### src/rtl/irq_prio_ctrl.sv
// Edge-triggered interrupt controller: per-source pending latch, mask register,
// fixed or round-robin arbitration and a non-preemptive IDLE/ASSERT/SERVICE handshake.
module irq_prio_ctrl #(
    parameter int unsigned N_SRC = 4,
    parameter int unsigned ID_W  = 2
) (
    input  logic             clk,
    input  logic             rst,
    input  logic [N_SRC-1:0] irq_in,
    input  logic             rr_mode,
    input  logic             mask_we,
    input  logic [N_SRC-1:0] mask_wdata,
    input  logic             cpu_ack,
    input  logic             cpu_eoi,
    output logic [N_SRC-1:0] irq_mask,
    output logic [N_SRC-1:0] irq_pending,
    output logic             cpu_irq,
    output logic [ID_W-1:0]  irq_id,
    output logic             irq_active
);

    typedef enum logic [1:0] {
        IDLE    = 2'd0,
        ASSERT  = 2'd1,
        SERVICE = 2'd2
    } state_e;

    localparam logic [N_SRC-1:0] ALL_ONES = '1;

    state_e           state_q;
    logic [N_SRC-1:0] prev_q;
    logic [N_SRC-1:0] pending_q, pending_d;
    logic [N_SRC-1:0] mask_q;
    logic [ID_W-1:0]  rr_ptr_q, rr_ptr_d;
    logic [ID_W-1:0]  id_q;
    logic             cpu_irq_q;
    logic             active_q;

    logic [N_SRC-1:0] edge_vec;
    logic [N_SRC-1:0] eligible;
    logic [N_SRC-1:0] id_onehot;
    logic             ack_take;

    logic [ID_W-1:0]  rr_base;
    logic [N_SRC-1:0] hi_part;
    logic [N_SRC-1:0] pick;
    logic [N_SRC-1:0] scan;
    logic [ID_W-1:0]  cnt;
    logic [ID_W-1:0]  win_id;
    logic             found;

    always_comb begin
        edge_vec  = irq_in & ~prev_q;
        eligible  = pending_q & mask_q;
        id_onehot = N_SRC'(1) << id_q;
        ack_take  = (state_q == ASSERT) && cpu_ack;
        // A new edge on the acknowledged source re-sets its bit in the same cycle.
        pending_d = (pending_q & ~(ack_take ? id_onehot : '0)) | edge_vec;
        rr_ptr_d  = (id_q == ID_W'(N_SRC - 1)) ? '0 : id_q + 1'b1;
    end

    // Round-robin: search bits at/above the pointer first, then wrap to the low part.
    always_comb begin
        rr_base = rr_mode ? rr_ptr_q : '0;
        hi_part = eligible & (ALL_ONES << rr_base);
        pick    = (hi_part != '0) ? hi_part : eligible;
        scan    = pick;
        cnt     = '0;
        win_id  = '0;
        found   = 1'b0;
        for (int unsigned k = 0; k < N_SRC; k++) begin
            if (!found && scan[0]) begin
                found  = 1'b1;
                win_id = cnt;
            end
            scan = scan >> 1;
            cnt  = cnt + 1'b1;
        end
    end

    always_ff @(posedge clk) begin
        if (rst) begin
            state_q   <= IDLE;
            prev_q    <= '1;
            pending_q <= '0;
            mask_q    <= '0;
            rr_ptr_q  <= '0;
            id_q      <= '0;
            cpu_irq_q <= 1'b0;
            active_q  <= 1'b0;
        end else begin
            prev_q    <= irq_in;
            pending_q <= pending_d;
            if (mask_we) begin
                mask_q <= mask_wdata;
            end
            case (state_q)
                IDLE: begin
                    if (found) begin
                        id_q      <= win_id;
                        cpu_irq_q <= 1'b1;
                        state_q   <= ASSERT;
                    end
                end
                ASSERT: begin
                    if (cpu_ack) begin
                        cpu_irq_q <= 1'b0;
                        active_q  <= 1'b1;
                        state_q   <= SERVICE;
                    end else if ((mask_q & id_onehot) == '0) begin
                        cpu_irq_q <= 1'b0;
                        state_q   <= IDLE;
                    end
                end
                SERVICE: begin
                    if (cpu_eoi) begin
                        active_q <= 1'b0;
                        rr_ptr_q <= rr_ptr_d;
                        state_q  <= IDLE;
                    end
                end
                default: begin
                    cpu_irq_q <= 1'b0;
                    active_q  <= 1'b0;
                    state_q   <= IDLE;
                end
            endcase
        end
    end

    assign irq_mask    = mask_q;
    assign irq_pending = pending_q;
    assign cpu_irq     = cpu_irq_q;
    assign irq_id      = id_q;
    assign irq_active  = active_q;

endmodule

### config.mk
export PLATFORM = sky130hd
export DESIGN_NAME = irq_prio_ctrl
export DESIGN_NICKNAME = d
export VERILOG_FILES = /design/src/rtl/irq_prio_ctrl.sv
export SDC_FILE = /design/constraint.sdc
export NUM_CORES = 1
export LEC_CHECK = 0
export ABC_AREA = 1
export BUFFER_PORTS_ARGS = -buffer_cell sky130_fd_sc_hd__buf_2
export CORE_MARGIN = 2
export CORE_UTILIZATION = 57
export CTS_BUF_LIST = sky130_fd_sc_hd__clkbuf_8
export DETAILED_ROUTE_END_ITERATION = 8
export PLACE_DENSITY = 0.95
export SLEW_MARGIN = 20
export SYNTH_ARGS = -nofsm -noshare
export SYNTH_HDL_FRONTEND = slang
export SYNTH_SLANG_ARGS = --single-unit
### constraint.sdc
create_clock -name clk -period 2.9 [get_ports clk]
set_clock_uncertainty 0.1 [all_clocks]
set_input_delay 0.29 -clock clk [delete_from_list [all_inputs] [get_ports clk]]
set_output_delay 0.29 -clock clk [all_outputs]
set_load 0.01 [all_outputs]
# Word-level counts from Yosys, hierarchy flattened

Cells that the tools add are included.

Memory bits (read-only): 0
Output and inout port bits: 12
RAM bits: 0
Memories: 0
Logic and storage cells: 66
Register bits after elaboration: 20
Bits of input ports: 14
Bits in latches: 0

Multiply operators: 0
Divide/modulo/power cells: 0
Equality and inequality tests: 7
Reductions and logical operators: 15
Shift-type cells: 2
Add/sub/neg operators: 1
Mux-type cells: 23
Bitwise gates (word level): 10
$lt $le $gt $ge: 0

Operators with widths:

| operator            | count |
|---|---|
| $and 4x4->4         | 5 |
| $mux 2              | 8 |
| $mux 1              | 10 |
| $reduce_and 3->1    | 3 |
| $mux 4              | 2 |
| $not 4->4           | 2 |
| $ne 2x2->1 const B  | 3 |
| $pmux 1 s3          | 2 |
| $pmux 2 s3          | 1 |
| $eq 2x2->1 const B  | 2 |
| $logic_and 1x1->1   | 4 |
| $logic_not 4->1     | 1 |
| $or 4x4->4          | 1 |
| $reduce_and 2->1    | 2 |
| $reduce_bool 4->1   | 1 |
| $shl 1x2->4 const A | 1 |
| $shl 4x2->4 const A | 1 |
| $logic_not 1->1     | 3 |
| $ne 3x2->1 const B  | 1 |
| $add 2x1->2 const B | 1 |
| $eq 2x1->1 const B  | 1 |
| $logic_not 2->1     | 1 |
| $not 1->1           | 2 |

# Depth between registers and ports, before layout

Depth after elaboration: 17
Gate-level depth with buffers: 10
Mapped depth without buffers: 10

# Worst setup path before layout

Ideal clock, no wire load.

Path kind: register to register
From: reg id_q[0] (netlist: irq_id[0])
To: reg cpu_irq_q (netlist: cpu_irq)
Path slack: 1.526 ns
Stages on the path, launching flop included: 9
Required time: 2.668 ns
Period minus slack after synthesis: 1.374 ns
Arrival time: 1.142 ns
Setup time: 0.132 ns
Buffers on the path: 0
Cells stage by stage: dfxtp_1 > inv_1 > ha_1 > nand2_1 > a41oi_1 > nor2_1 > nand2_1 > nand2_1 > a21oi_1

Longest elaborated chain between the ends: 5

RTL lines:

| what                       | RTL line | source |
|---|---|---|
| start: declaration         | 35       | `logic [ID_W-1:0] id_q;` |
| start signal: assignment   | 100      | `id_q <= win_id;` |
| $shl 1x2->4                | 55       | `id_onehot = N_SRC'(1) << id_q;` |
| $and 4x4->4                | 110      | `end else if ((mask_q & id_onehot) == '0) begin` |
| $logic_not 4->1            | 110      |  |
| $ne 3x2->1 (no line)       | n/a      |  |
| $reduce_and 3->1 (no line) | n/a      |  |
| end signal: assignment     | 107      | `cpu_irq_q <= 1'b0;` |
| end signal: assignment     | 111      | `cpu_irq_q <= 1'b0;` |
| end signal: assignment     | 123      | `cpu_irq_q <= 1'b0;` |
| end: declaration           | 36       | `logic cpu_irq_q;` |

Every way passes these cells.
A chain may end at the register's enable or synchronous reset.

# Worst setup path after layout

Same ends and word-level chain as after synthesis.

==> results by group <==
Status
  – Run status: complete, no violations

STA
  – Final-report max-slew violation count: 0
  – Slew margin rel.: 0.7588
  – Unrepaired setup endpoints after global routing: false
  – Total negative setup slack: 0 ns
  – Fin crit share: 0.5066
  – Worst Max-Slew Pin Slew: between 0.3 and 0.4 ns
  – Post-layout min period: roughly 1.5 ns
  – Final setup violation count: 0
  – Final number of hold-violating endpoints: 0
  – Highest achievable clock rate: between 600 and 700 MHz

Global routing
  – Global routing usage on met3: 0.06939
  – Pin count of the biggest net entering global routing: 15
  – Via count of the first global-routing pass: approximately 860
  – Total global routing overflow: 0
  – Wire length of the first global-routing pass: 3491 um
  – GR Util met2: 0.4145
  – Global-route usage over all layers: 0.2414
  – Most crowded layer after global routing: met2
  – Antenna violations before repair: 0
  – M1 GR Usage: 0.2785

Die
  – Number of cell rows: 14
  – Top Ports: 26
  – Starting density of the core: 0.6141
  – Area of the die: 1982 sq um
  – Die Y: approximately 45 um
  – Chip Width: 44.52 um
  – Core area: 1524 sq um

Run
  – Maximum capacitance violations: 0

Layout
  – Fin cells: about 170
  – Antenna diodes: 0
  – Most common cell after layout, fill and taps aside: buf_2
  – Commonest non-fill, non-tap cells in the layout: buf_2, nand2_1, dfxtp_1
  – Fraction of layout cells with a size suffix above 1: 0.2581
  – Layout Cell Area excl Fill: approximately 1100 sq um
  – Total of fill cells in the finished design: approximately 110
  – Synthesis-to-finish area growth: 19.52%
  – Layout net count: 175

Place
  – Routability congestion estimate: about 0.84
  – Buffers added on ports: 25
  – DP HPWL: approximately 1700 um
  – Count of placed standard cells including taps: between 150 and 200
  – Placed standard-cell area: roughly 1100 sq um

Clocking
  – Setup bufs post-CTS: 0
  – Hold buffer count at cts: 0
  – CTS clock-pin slew for the worst setup and hold paths: ~0.07 ns
  – Worst-skew pair later-pin latency: 0.26 ns
  – Count of H-tree levels built during CTS: 1
  – Cts bufs inserted: 3
  – Clock Root Buffer: clkbuf_8
  – Number of buffers on the longest clock path: 2
  – Clock Sinks: 20
  – Post-CTS resize count: 0
  – TritonCTS clock tree: done

Worst setup path
  – Crit end category: register
  – Library cell appearing most often on the critical path: nand2_1
  – Crit-path leading delay family: flip-flops
  – Highest net fanout along the worst path: 5
  – Arrival time at the worst endpoint: 1.51 ns
  – Data required, critical path: 2.94 ns
  – Worst stage delay on the critical path: 0.41 ns
  – Critical path startpoint category: register
  – CP Class: reg -> reg
  – Count of buffer and inverter cells on the critical path: 1
  – Critical Path Slowest Stage Cell: dfxtp_1
  – Ordered cell list for the critical path: inv_1 > ha_1 > nand2_1 > a41oi_1 > nor2_1 > nand2_1 > nand2_1 > a21oi_1

Synth
  – Share of the yosys chip area belonging to registers: 0.4278
  – Synthesized area per cell: approximately 7.3 sq um
  – Yosys warning total: 0
  – Synth Instances: approximately 130
  – Syn Nets: roughly 150
  – Netlist Area Pre-Place: 935.9 sq um
  – Total of flip-flops plus latches after synthesis: 20
  – Unique cell type count in the Yosys netlist: 20

Route
  – Routed length per instance: between 10 and 15 um
  – Count of routing violations after the opening detailed-route iteration: 19
  – Sum of routed wire length over all layers: 2062 um
  – Iteration count of the initial detailed-routing pass: 4
  – DR DRC count: 0
  – Via/cell ratio: 5.310
  – Total vias in the final route: approximately 900
  – Residual antenna-violating net count after detailed routing: 0

Power and ir drop
  – Worst VDD drop: about 0.36 mV
  – Total power density per cell area: 499.6 nW/um^2
  – Standby leakage power: between 0.0005 and 0.0006 uW

Worst hold path
  – Worst min-delay path category: in -> reg
==> area by class of cell <==
cell class / instances / area [sq um] / area share
tap: 16 / 20.02 / 0.01790
multi-input combinational: 86 / 452.9 / 0.4049
inverter: 21 / 78.83 / 0.07047
clock buffer: 3 / 41.29 / 0.03691
sequential: 20 / 400.4 / 0.3579
timing repair buffer: 25 / 125.1 / 0.1119
==> worst paths after layout <==
| kind | startpoint | to | slack, ns | depth (start not counted) |
|---|---|---|---|---|
| worst max-delay path | irq_id[0]$_SDFFE_PP0P_ | cpu_irq$_SDFFE_PP0P_ | 1.43 | 8 |
| worst min-delay path | irq_in[1] | prev_q[1]$_SDFF_PP1_ | 0.13 | 2 |
| worst max register to register | irq_id[0]$_SDFFE_PP0P_ | cpu_irq$_SDFFE_PP0P_ | 1.43 | 8 |
| worst min register to register | cpu_irq$_SDFFE_PP0P_ | cpu_irq$_SDFFE_PP0P_ | 0.37 | 2 |
==> state kept, by name (all words and copies together) (netlist names) <==
| register | flops |
|---|---|
| irq_mask | 4 |
| irq_pending | 4 |
| prev_q | 4 |
| irq_id | 2 |
| rr_ptr_q | 2 |
| state_q | 2 |
| cpu_irq | 1 |
| irq_active | 1 |
==> layer usage <==
layer / up-vias / routed length (um)
li1: 462 / -
met3: 5 / 84
met2: 23 / 1037
met4: 0 / 48
met5: - / 0
met1: 418 / 891
==> worst register-to-register path: stages (launching register included) <==
cell     delay, ns
dfxtp_1       0.41
inv_1         0.10
ha_1          0.23
nand2_1       0.07
a41oi_1       0.16
nor2_1        0.12
nand2_1       0.06
nand2_1       0.05
a21oi_1       0.05
==> cell usage after synthesis <==
cell type / n / area (sq um)
o21ai_2: 2 / 17.52
a41oi_1: 1 / 8.760
nand3_2: 1 / 10.01
a21oi_1: 10 / 50.05
nand4_1: 4 / 25.02
o21ai_1: 2 / 10.01
nand2_2: 5 / 31.28
nor2_1: 14 / 52.55
nand3b_1: 1 / 7.510
or2_2: 4 / 25.02
clkbuf_1: 1 / 3.750
dfxtp_1: 20 / 400.4
clkinv_1: 3 / 11.26
nand3_1: 4 / 20.02
inv_1: 18 / 67.56
a31oi_1: 1 / 6.260
ha_1: 4 / 50.05
o21ai_0: 9 / 45.04
nand2_1: 23 / 86.33
o21a_1: 1 / 7.510
==> per-stage QoR <==
stage                     utilization  setup slack [ns]  total power [uW]  hold WS (ns)
after floorplan                     -             1.526             353.3        0.2938
after global placement         0.7069             1.489             382.9        0.3464
after detailed placement       0.7069             1.437             386.7        0.3568
after CTS                      0.7340             1.433             560.4        0.1345
after global routing           0.7340             1.244             585.4        0.1283
final                          0.7340             1.431             558.9        0.1330
==> power by group <==
group | leakage, uW | total [uW] | internal [uW] | switching [uW]
clock network | 0.0000216 | 178 | 92.5 | 85.1
registers | 0.000164 | 303 | 290 | 12.3
logic | 0.000377 | 78.5 | 33.0 | 45.5
==> cell families after synthesis <==
| group | after synthesis | share of synthesized area |
|---|---|---|
| compound gates | 26 | 0.1551 |
| fa+ha+maj | 4 | 0.05348 |
| buf+inv | 22 | 0.08823 |
| flops | 20 | 0.4278 |
| simple gates | 56 | 0.2754 |
(Power assumes the default switching activity.)
